--- src/rtl/bram_snapshot_pkg.sv ---
// Shared constants for the BRAM snapshot capture block.
// State encoding, default widths and small state helpers.
package bram_snapshot_pkg;

    localparam int DIN_WIDTH_DEF  = 32;
    localparam int ADDR_WIDTH_DEF = 10;
    localparam int DECIM_WIDTH    = 8;

    localparam logic [1:0] ST_IDLE    = 2'd0;
    localparam logic [1:0] ST_ARMED   = 2'd1;
    localparam logic [1:0] ST_CAPTURE = 2'd2;
    localparam logic [1:0] ST_DONE    = 2'd3;

    function automatic logic st_busy(input logic [1:0] st);
        return (st == ST_ARMED) || (st == ST_CAPTURE);
    endfunction

    function automatic logic st_rearmable(input logic [1:0] st);
        return (st == ST_IDLE) || (st == ST_DONE);
    endfunction

endpackage

--- src/rtl/bram_snapshot_edge_detect.sv ---
// Registered rising-edge detector for a level input.
// rise = d & ~d_q, with d_q cleared by reset.
module edge_detect (
    input  logic clk,
    input  logic rst_n,
    input  logic d,
    output logic rise
);

    logic d_q;

    always_ff @(posedge clk or negedge rst_n) begin
        if (!rst_n) begin
            d_q <= 1'b0;
        end else begin
            d_q <= d;
        end
    end

    assign rise = d & ~d_q;

endmodule

--- src/rtl/bram_snapshot.sv ---
// Triggered snapshot of a sample stream into a BRAM write port.
// Optional decimation is enabled with BRAM_SNAPSHOT_DECIM_EN.
module bram_snapshot
    import bram_snapshot_pkg::*;
#(
    parameter int DIN_WIDTH  = DIN_WIDTH_DEF,
    parameter int ADDR_WIDTH = ADDR_WIDTH_DEF
) (
    input  logic                   fpga_clk,
    input  logic                   rst_n,
    input  logic [DIN_WIDTH-1:0]   din,
    input  logic                   din_valid,
    input  logic                   arm,
    input  logic                   trigger,
`ifdef BRAM_SNAPSHOT_DECIM_EN
    input  logic [DECIM_WIDTH-1:0] decim,
`endif
    output logic [ADDR_WIDTH-1:0]  bram_addr,
    output logic [DIN_WIDTH-1:0]   bram_din,
    output logic                   bram_we,
    output logic                   busy,
    output logic                   done
);

    logic [1:0]            state;
    logic [1:0]            state_nxt;
    logic [ADDR_WIDTH-1:0] cnt;
    logic                  arm_rise;
    logic                  last;
    logic                  dec_hit;
    logic                  accept;
    logic                  rearm;
    logic                  start;

    edge_detect u_arm_edge (
        .clk   (fpga_clk),
        .rst_n (rst_n),
        .d     (arm),
        .rise  (arm_rise)
    );

    assign rearm = arm_rise && st_rearmable(state);
    assign start = (state == ST_ARMED) && trigger;
    assign last  = &cnt;

`ifdef BRAM_SNAPSHOT_DECIM_EN
    logic [DECIM_WIDTH-1:0] dcnt;

    // Counts valid samples in CAPTURE; the first of each group is kept.
    always_ff @(posedge fpga_clk or negedge rst_n) begin
        if (!rst_n) begin
            dcnt <= '0;
        end else if (start) begin
            dcnt <= '0;
        end else if ((state == ST_CAPTURE) && din_valid) begin
            if (dcnt >= decim) begin
                dcnt <= '0;
            end else begin
                dcnt <= dcnt + 1'b1;
            end
        end
    end

    assign dec_hit = (dcnt == '0);
`else
    assign dec_hit = 1'b1;
`endif

    assign accept = (state == ST_CAPTURE) && din_valid && dec_hit;

    always_comb begin
        state_nxt = state;
        case (state)
            ST_IDLE: begin
                if (arm_rise) state_nxt = ST_ARMED;
            end
            ST_ARMED: begin
                if (trigger) state_nxt = ST_CAPTURE;
            end
            ST_CAPTURE: begin
                if (accept && last) state_nxt = ST_DONE;
            end
            ST_DONE: begin
                if (arm_rise) state_nxt = ST_ARMED;
            end
            default: state_nxt = ST_IDLE;
        endcase
    end

    always_ff @(posedge fpga_clk or negedge rst_n) begin
        if (!rst_n) begin
            state <= ST_IDLE;
        end else begin
            state <= state_nxt;
        end
    end

    // Counter saturates at the top address so it can never wrap to 0.
    always_ff @(posedge fpga_clk or negedge rst_n) begin
        if (!rst_n) begin
            cnt <= '0;
        end else if (rearm) begin
            cnt <= '0;
        end else if (accept && !last) begin
            cnt <= cnt + 1'b1;
        end
    end

    always_ff @(posedge fpga_clk or negedge rst_n) begin
        if (!rst_n) begin
            bram_we   <= 1'b0;
            bram_addr <= '0;
            bram_din  <= '0;
        end else begin
            bram_we <= accept;
            if (accept) begin
                bram_addr <= cnt;
                bram_din  <= din;
            end
        end
    end

    assign busy = st_busy(state);
    assign done = (state == ST_DONE);

endmodule

--- config.mk ---
export PLATFORM = sky130hd
export DESIGN_NAME = bram_snapshot
export DESIGN_NICKNAME = d
export VERILOG_FILES = /design/src/rtl/bram_snapshot_pkg.sv /design/src/rtl/bram_snapshot_edge_detect.sv /design/src/rtl/bram_snapshot.sv
export SDC_FILE = /design/constraint.sdc
export NUM_CORES = 1
export LEC_CHECK = 0
export BUFFER_PORTS_ARGS = -buffer_cell sky130_fd_sc_hd__buf_2
export CAP_MARGIN = 20
export CORE_MARGIN = 2
export CORE_UTILIZATION = 53
export DETAILED_ROUTE_END_ITERATION = 8
export GPL_ROUTABILITY_DRIVEN = 1
export MAX_ROUTING_LAYER = met4
export PLACE_DENSITY = 0.84
export SYNTH_ARGS = -nofsm -noshare
export SYNTH_HDL_FRONTEND = slang
export SYNTH_SLANG_ARGS = --single-unit
--- constraint.sdc ---
create_clock -name fpga_clk -period 2.6 [get_ports fpga_clk]
set_input_delay 0.26 -clock fpga_clk [delete_from_list [all_inputs] [get_ports fpga_clk]]
set_output_delay 0.26 -clock fpga_clk [all_outputs]
set_load 0.02 [all_outputs]
==> qor.txt, run 1 <==
Status - completed
Final Max Tran Viols - 0
Antenna cells - 0
DRT Pass-1 Iters - 4
Arr. time, crit path - 2.03 ns
Core area - 4090 µm²
Mux cell area share after synthesis - 0.434%
# port buffers - 81
Die span in y - 70.0 µm
Initial antenna violation count - 0
Vias per inst - 5.01
Critical Path Start Type - flip-flop
DR WL/cell - 12.4 µm
DRC violations left - 0
Synth Area in Compound Gates - 5.10%
Fin crit share - 69.8%
Later-pin clock latency in the skew report - 0.32 ns
Slowest stage delay, CP - 0.47 ns
Share of cells above drive strength 1 - 28.3%
Slowest cell on crit path - dfrtp_1
Relative slew slack - 54.6%
Synthesized flop and latch total - 56
Num CTS Buffers - 5
DPL Wire Length - 3.57 mm
RSZ-0062 raised after global routing - no
Routed via count - 1947
First-pass GRT wire length - 8.19 mm
Overflow after GRT - 0
Largest family of logic cells by synthesized area - simple AND/OR/NAND/NOR gates
Hold_sp - arm
Synth cell types - 31
Post-Route WL - 4.81 mm
Met1 usage - 26.0%
CTS sink count - 56
Clk_skew - 0.00192 ns
IO Pins - 82
Root Driver - clkbuf_8
Reg2reg start - cnt[1]
Clock transition at the registers of the reported paths - 0.09 ns
Register area share after synthesis - 60.7%
Synthesized netlist net count - 294
Grt met2 use - 35.4%
Worst Tran Pin Value - 0.678 ns
Post-route ant nets - 0
Final Power - 2.96 mW
Power Density - 1030 nW/µm²
Gr busiest metal - met2
GR Layer Usage met3 - 4.33%
Area Growth Syn to Fin - 24.5%
Syn avg cell area - 9.12 µm²
Min Tclk post-route - 1.82 ns
Pleak - 1.68 nW
Ys flop type - dfrtp_1
CP bufs+invs - 0
Layout net count - 379
Hold Violations, Final - 0
Largest net degree at the start of global routing - 45
Mapped Area - 2310 µm²
GP Congestion - 0.915
Kind of critical path - reg -> reg
H-tree depth - 2
CP required - 2.81 ns
Synthesized instance count - 253
Post-route setup TNS - 0 ns
Setup crit end kind - flip-flop
Post-synth EDFFs - 0
All-Layer GR Usage - 21.6%
Std cell rows - 23
Max-cap check violation count - 0
Initial core utilization - 56.5%
YS warnings - 0
Setup Fix Bufs, Post-CTS - 0
Simple-gate share of the synthesized area - 28.3%
DRT iter0 DRCs - 109
Resize count post-CTS - 0
Hold crit path type - in -> reg
Asr flop ratio synth - 100%
Final Setup Violations - 0
Worst-path maximum fanout - 6
Xor and xnor fraction of the mapped netlist area - 1.14%
Critical Path Source - cnt[1]
Die area - 4900 µm²
Post-CTS Hold Buffers - 1
CTS tree - done
CP Cell Sequence - ha_1 > nand4_1 > o31ai_1 > nand3_1 > a22o_1
Vias in the first global route - 1856
Fmax - 551 MHz
Worst path top cell family by delay - compound AO/OA/AOI/OAI gates
Max VDD drop - 0.712 mV
Adder-cell share of the synthesized area - 2.17%
Horiz. Die Dim - 70.0 µm
Bufs on Longest Clock Path - 2
[flip-flops by register name, summed over array words and instances (netlist names)]
| signal | flops |
|---|---|
| bram_addr | 10 |
| bram_din | 32 |
| bram_we | 1 |
| cnt | 10 |
| state | 2 |
| u_arm_edge.d_q | 1 |
[where the power goes]
| part | leakage, nW | total [mW] | internal (mW) | switching [mW] |
|---|---|---|---|---|
| Combinational | 0.904 | 1.18 | 0.396 | 0.787 |
| Clock | 0.0479 | 0.467 | 0.188 | 0.279 |
| Sequential | 0.725 | 1.31 | 1.15 | 0.162 |
| Total | 1.68 | 2.96 | 1.73 | 1.23 |
[path summary, 6_finish.rpt]
| path | cells past startpoint | slack (ns) | end |
|---|---|---|---|
| max | 5 | 0.78 | state[0] |
| min | 1 | 0.06 | u_arm_edge.d_q |
| max reg2reg | 5 | 0.78 | state[0] |
| min reg2reg | 2 | 0.48 | bram_din[18] |
| max in group asynchronous | 3 | 1.64 | bram_din[27] |
| min in group asynchronous | 2 | 0.36 | bram_addr[5] |
[layout make-up]
cell class | count | area [µm²]
Timing Repair Buffer | 86 | 445
Sequential cell | 56 | 1400
Clock inverter | 3 | 18.8
Clock buffer | 5 | 68.8
Multi-Input combinational cell | 184 | 857
Tap cell | 50 | 62.6
Fill cell | 330 | 1210
Inverter | 5 | 18.8
[layer usage]
metal | part of all wire, % | wire [µm]
met4 | 2.2 | 104
met1 | 44 | 2120
met2 | 48 | 2290
met3 | 6.1 | 293
met5 | 0 | 0
[logic make-up after synthesis]
kind of cell / after synthesis
flops: 56
mux: 1
fa+ha+maj: 4
xor+xnor: 3
buf+inv: 13
simple gates: 157
compound gates: 19
[cell usage after synthesis, drive strengths merged (2+ instances only)]
master	n	area share [%]
a21oi	6	1.3
o31ai	2	0.65
inv	5	0.81
nor3	3	0.65
o21ai	5	1.1
dfrtp	56	61
nor2	9	1.5
nand3	3	0.65
and3	2	0.60
xor2	3	1.1
or3	2	0.54
ha	4	2.2
nand2	128	21
clkbuf	8	1.3
nand4	4	1.7
[through the flow]
| step | std cells | hold slack [ns] | utilization, % | cell area (µm²) | setup WS, ns |
|---|---|---|---|---|---|
| 6_report | 389 | 0.0600 | 70.3 | 2870 | 0.785 |
| 5_1_grt | 389 | 0.0590 | 70.3 | 2870 | 0.628 |
| 4_1_cts | 389 | 0.0602 | 70.3 | 2870 | 0.791 |
| 3_5_place_dp | 380 | 0.179 | 67.9 | 2780 | 0.817 |
| 3_3_place_gp | 380 | 0.180 | 67.9 | 2780 | 0.863 |
| 2_1_floorplan | 253 | -0.0356 | - | 2310 | 0.925 |
[cell usage in the layout (no fill, tap or decap), drive strengths merged, types with 4 or more instances in the layout]
cell type,netlist,layout
inv,5,5
nand2,128,128
o21ai,5,5
clkbuf,8,5
ha,4,4
buf,0,85
nand4,4,4
dfrtp,56,56
nor2,9,9
a21oi,6,6
No activity file was read; power rests on OpenSTA's default activity.
==> inputs of run 2 (changes only) <==
--- a/config.mk
+++ b/config.mk
@@ -8,11 +8,11 @@
 export BUFFER_PORTS_ARGS = -buffer_cell sky130_fd_sc_hd__buf_2
 export CAP_MARGIN = 20
 export CORE_MARGIN = 2
-export CORE_UTILIZATION = 53
+export CORE_UTILIZATION = 44
 export DETAILED_ROUTE_END_ITERATION = 8
 export GPL_ROUTABILITY_DRIVEN = 1
 export MAX_ROUTING_LAYER = met4
-export PLACE_DENSITY = 0.84
+export PLACE_DENSITY = 0.75
 export SYNTH_ARGS = -nofsm -noshare
 export SYNTH_HDL_FRONTEND = slang
 export SYNTH_SLANG_ARGS = --single-unit
==> constraint.sdc (replaced) <==
create_clock -name fpga_clk -period 1.5 [get_ports fpga_clk]
set_input_delay 0.15 -clock fpga_clk [delete_from_list [all_inputs] [get_ports fpga_clk]]
set_output_delay 0.15 -clock fpga_clk [all_outputs]
set_load 0.02 [all_outputs]
==> run 2 against run 1 <==
The run now ends with negative setup slack left. Worst hold slack got worse by 0.035 ns. Non-clock buffer count rose by 27. Clock skew increased by 0.0030 ns. Critical path depth grew 1. Cell count rose by 12%. Total power up 85%. Combinational power up 100%. Critical endpoint is now cnt[7]. Highest routed layer unchanged.
==> qor.txt, run 2 (synthesis gave the netlist of run 1 again) <==
Status - finished, violations left
Failing checks - negative setup slack
Slowest cell on crit path - or4_4
Footprint of the multi-input gates - 930 µm² (+8.5%)
Power Density - 1700 nW/µm² (+65%)
Fmax - 649 MHz (+18%)
DP Area - 2990 µm² (+7.7%)
WL met1 - 2.42 mm (+14%)
Routed length on met3 - 269 µm (-8.2%)
Max reg flops - 32 (unchanged)
Die span in y - 76.4 µm (+9.2%)
Post-route setup TNS - -0.0641 ns (-0.0641 ns)
DP Worst Slack - -0.0563 ns (-0.873 ns)
CTS sink count - 56 (unchanged)
Routed via count - 2066 (+6.1%)
Max-cap check violation count - 0 (unchanged)
Critical Path Start Type - flip-flop
Final Setup Violations - 3 (+3)
Post-route ant nets - 0 (unchanged)
Area Growth Syn to Fin - 39.7%
Max VDD drop - 1.19 mV (+67%)
Antenna cells - 0 (unchanged)
Detail Route met2 WL - 2.65 mm (+16%)
Initial antenna violation count - 0 (unchanged)
Arr. time, crit path - 1.79 ns (-0.24 ns)
Slowest stage delay, CP - 0.44 ns (-0.03 ns)
Horiz. Die Dim - 76.4 µm (+9.2%)
Later-pin clock latency in the skew report - 0.31 ns (about the same)
Min Tclk post-route - 1.54 ns (-0.273 ns)
Relative slew slack - 75.2% (+21 points)
GP Congestion - 0.851 (-7.1%)
Worst-path maximum fanout - 4 (-2)
Core area - 5070 µm² (+24%)
Commonest non-fill, non-tap cell in the layout - nand2_1
All-Layer GR Usage - 19.7% (-1.9 points)
Bufs on Longest Clock Path - 2 (unchanged)
CP required - 1.74 ns (-1.07 ns)
DRT Pass-1 Iters - 4 (unchanged)
Layout net count - 406 (+7.1%)
CTS tree - done
Die area - 5840 µm² (+19%)
FF/Latch Area - 1400 µm² (about the same)
Most flops, register - bram_din
Setup crit end kind - flip-flop
Kind of critical path - reg -> reg
Max Used Layer - met4
IO Pins - 82 (unchanged)
Pleak - 1.82 nW (+8.6%)
DPL Wire Length - 3.57 mm (about the same)
Worst Tran Pin Value - 0.369 ns (-0.309 ns)
Hold crit path type - in -> reg
DRC violations left - 0 (unchanged)
Num CTS Buffers - 5 (unchanged)
Post-Route WL - 5.43 mm (+13%)
# port buffers - 81 (unchanged)
First-pass GRT wire length - 9.08 mm (+11%)
Fin crit share - 103% (+33 points)
Final Max Tran Viols - 0 (unchanged)
Clk_skew - 0.00488 ns (+0.00296 ns)
Root Driver - clkbuf_8
Filler Cells Inserted - 463 (+40%)
Clock transition at the registers of the reported paths - 0.09 ns (about the same)
Share of cells above drive strength 1 - 36.4% (+8.1 points)
Hold Violations, Final - 0 (unchanged)
Initial core utilization - 45.5% (-11 points)
Overflow after GRT - 0 (unchanged)
CP Cell Sequence - inv_2 > ha_4 > and3_4 > nand4_4 > or4_4 > a21oi_2
Top flop regs - bram_din: 32 flops, bram_addr: 10 flops, cnt: 10 flops
Vias per inst - 4.75 (-5.1%)
RSZ-0062 raised after global routing - yes
DR WL/cell - 12.5 µm (+0.98%)
Most frequent cells in the layout - nand2_1 (128), buf_2 (81), dfrtp_1 (55)
H-tree depth - 2 (unchanged)
Finished Cell Area - 3220 µm² (+12%)
Largest net degree at the start of global routing - 57 (+27%)
Fin util - 63.5% (-6.8 points)
Vias in the first global route - 2061 (+11%)
Final worst slack - -0.0417 ns (-0.827 ns)
Std cell rows - 26 (+13%)
DRT iter0 DRCs - 92 (-16%)
run 2: repair_timing:
item / 4_1_cts / 5_1_grt
setup buffers: 3 / 1
endpoints found under the setup margin: 5 / 12
gates resized for setup: 3 / 14
pin swaps: 2 / 8
gates cloned: 0 / 1
hold buffers: 2 / 0
hold endpoints to repair: 57 / 0
run 2: where the power goes:
| part | switching [mW] | leakage (nW) | internal, mW |
|---|---|---|---|
| clock | 0.467 | 0.0473 | 0.369 |
| combinational | 1.46 | 1.05 | 0.916 |
| sequential | 0.262 | 0.723 | 1.99 |
run 2: final cells by class:
| type | instances | share of cell area (%) |
|---|---|---|
| tap | 70 | 2.72 |
| clock inverter | 1 | 0.272 |
| inverter | 5 | 0.582 |
| multi-input combinational | 184 | 28.8 |
| clock buffer | 6 | 2.56 |
| timing repair buffer | 113 | 21.5 |
| sequential | 56 | 43.5 |
run 2: path summary, 6_finish.rpt:
kind	startpoint	end	slack [ns]	cells after the start
worst min register to register	bram_din[31]	bram_din[31]	0.47	2
worst min-delay path	din[18]	bram_din[18]	0.03	3
min in group asynchronous	rst_n	state[0]	0.35	3
worst max register to register	state[0]	cnt[7]	-0.04	6
worst max-delay path	state[0]	cnt[7]	-0.04	6
max in group asynchronous	rst_n	cnt[8]	0.87	3
run 2: through the flow:
stage | instances | total power [mW] | hold WS (ns)
after floorplan | 253 | 3.62 | -0.146
after global placement | 421 | 4.46 | 0.168
after detailed placement | 421 | 4.54 | 0.170
after CTS | 433 | 5.42 | 0.0163
after global routing | 435 | 5.89 | 0.0178
final | 435 | 5.47 | 0.0251
run 2: critical path: cells and delay by family (launching register included):
kind                       cells  cell delay (ns)
buffers and inverters          1             0.07
DFF                            1             0.40
and+or+nand+nor                3             0.75
adders and majority gates      1             0.13
AOI/OAI and AO/OA              1             0.13
run 2: routing by layer:
layer	global-route usage, %	vias up
met2	34.0	65
met4	7.64	0
li1	-	1035
met1	22.9	957
met3	3.79	9
met5	-	-
==> inputs of run 3 (changes only) <==
--- a/config.mk
+++ b/config.mk
@@ -13,6 +13,7 @@
 export GPL_ROUTABILITY_DRIVEN = 1
 export MAX_ROUTING_LAYER = met4
 export PLACE_DENSITY = 0.75
+export SKIP_CTS_REPAIR_TIMING = 1
 export SYNTH_ARGS = -nofsm -noshare
 export SYNTH_HDL_FRONTEND = slang
 export SYNTH_SLANG_ARGS = --single-unit
==> run 3 against run 2 <==
Register-to-register slack hardly changed. Clock skew is 0.0037 ns higher. Setup slack worse by 0.0021 ns. Total power is 0.15% lower. Largest cell class unchanged. Cell count is 0.46% lower. Worst hold slack worse by 0.0050 ns. The run still ends with negative setup slack left. Combinational power hardly changed.
==> qor.txt, run 3 (synthesis gave the netlist of run 1 again) <==
Std cell rows - 26 (unchanged)
DRT Pass-1 Iters - 4 (unchanged)
Core area - 5070 µm² (unchanged)
Final Power - 5.46 mW (-0.15%)
Top flop regs - bram_din: 32 flops, bram_addr: 10 flops, cnt: 10 flops
Layout net count - 404 (-0.49%)
IO Pins - 82 (unchanged)
DRC violations left - 0 (unchanged)
RSZ-0062 raised after global routing - yes
Critical Path Start Type - flip-flop
GP Congestion - 0.851 (unchanged)
Vias in the first global route - 1993 (-3.3%)
Footprint of the multi-input gates - 913 µm² (-1.7%)
Status - finished, violations left
Final Setup Violations - 2 (-1)
Area Growth Syn to Fin - 38.3%
Arr. time, crit path - 1.79 ns (about the same)
Worst-path maximum fanout - 4 (unchanged)
Share of cells above drive strength 1 - 35.3% (-1.2 points)
Bufs on Longest Clock Path - 2 (unchanged)
Clock transition at the registers of the reported paths - 0.10 ns (about the same)
Most frequent cells in the layout - nand2_1 (128), buf_2 (81), dfrtp_1 (56)
Post-route ant nets - 0 (unchanged)
Post-route setup TNS - -0.0473 ns (+0.0168 ns)
Largest net degree at the start of global routing - 57 (unchanged)
Routed via count - 2050 (-0.77%)
Horiz. Die Dim - 76.4 µm (unchanged)
CP bufs+invs - 1 (unchanged)
H-tree depth - 2 (unchanged)
Final Max Tran Viols - 0 (unchanged)
Antenna cells - 0 (unchanged)
Final worst slack - -0.0438 ns (-0.00213 ns)
Clk_skew - 0.00858 ns (+0.00370 ns)
Post-Layout Cell Count - 433 (-0.46%)
Slowest cell on crit path - or4_4
Initial antenna violation count - 0 (unchanged)
DRT iter0 DRCs - 89 (-3.3%)
Most flops, register - bram_din
Overflow after GRT - 0 (unchanged)
CP Cell Sequence - inv_2 > ha_4 > and3_4 > nand4_4 > or4_4 > a21oi_2
Max-cap check violation count - 0 (unchanged)
Slowest stage delay, CP - 0.44 ns (about the same)
First-pass GRT wire length - 8.90 mm (-2.0%)
# port buffers - 81 (unchanged)
Relative slew slack - 79.0% (+3.8 points)
DR WL/cell - 12.5 µm (+0.30%)
FF/Latch Area - 1400 µm² (about the same)
Hold crit path type - in -> reg
Pleak - 1.81 nW (-0.45%)
Die area - 5840 µm² (unchanged)
Failing checks - negative setup slack
Initial core utilization - 45.5% (unchanged)
Setup crit end kind - flip-flop
R2R Setup Slk - -0.04 ns (about the same)
Kind of critical path - reg -> reg
Num CTS Buffers - 5 (unchanged)
Commonest non-fill, non-tap cell in the layout - nand2_1
Max VDD drop - 1.19 mV (+0.16%)
Power Density - 1710 nW/µm² (+0.86%)
Max reg flops - 32 (unchanged)
Min Tclk post-route - 1.54 ns (+0.00213 ns)
CTS sink count - 56 (unchanged)
Fmax - 648 MHz (-0.14%)
All-Layer GR Usage - 19.4% (-0.37 points)
Fin crit share - 103% (+0.14 points)
Worst Tran Pin Value - 0.312 ns (-0.0567 ns)
Worst path top cell family by delay - simple AND/OR/NAND/NOR gates
Root Driver - clkbuf_8
CP required - 1.74 ns (about the same)
Post-Route WL - 5.42 mm (-0.17%)
Filler Cells Inserted - 468 (+1.1%)
Vias per inst - 4.73 (-0.32%)
Inst Count DP - 421 (unchanged)
Die span in y - 76.4 µm (unchanged)
Later-pin clock latency in the skew report - 0.31 ns (about the same)
DPL Wire Length - 3.57 mm (unchanged)
CTS tree - done
Hold Violations, Final - 0 (unchanged)
-- run 3: changes by cell type in the layout (fill, tap and decap cells not counted), sizes merged --
| cell | delta |
|---|---|
| buf | -2 |
-- run 3: path summary, 6_finish.rpt --
| kind | from | cells past startpoint | end |
|---|---|---|---|
| worst max-delay path | state[0] | 6 | cnt[7] |
| worst min-delay path | din[7] | 3 | bram_din[7] |
| worst max register to register | state[0] | 6 | cnt[7] |
| worst min register to register | bram_din[31] | 2 | bram_din[31] |
| max in group asynchronous | rst_n | 3 | bram_din[10] |
| min in group asynchronous | rst_n | 3 | state[0] |
-- run 3: per-stage QoR --
stage	worst slack [ns]	cell area [µm²]	hold WS (ns)	utilization, %
after floorplan	-0.0533	2310	-0.146	-
final	-0.0438	3190	0.0201	62.9
after global routing	-0.124	3190	0.0178	62.9
after global placement	0.00776	2990	0.168	58.9
after CTS	-0.0775	3080	-0.171	60.7
after detailed placement	-0.0563	2990	0.170	58.9
-- run 3: worst min-delay path, stage by stage --
cell     delay [ns]
buf_2          0.07
nand2_1        0.04
nand2_1        0.04
-- run 3: cell type report --
cell class,instances,area share [%]
clock buffer,6,2.59
clock inverter,1,0.275
timing repair buffer,111,21.3
sequential,56,43.9
multi-input combinational,184,28.6
inverter,5,0.588
tap,70,2.75
-- run 3: layer usage --
metal | GRT usage, % | part of all wire (%)
met4 | 6.55 | 1.7
met5 | - | 0
met2 | 33.1 | 48
met1 | 23.2 | 45
met3 | 3.55 | 4.8
-- run 3: power by group --
part	switching [mW]	total (mW)	internal, mW	leakage [nW]
registers	0.262	2.25	1.99	0.725
logic	1.46	2.36	0.903	1.04
clock network	0.476	0.845	0.369	0.0473
total	2.20	5.46	3.26	1.81
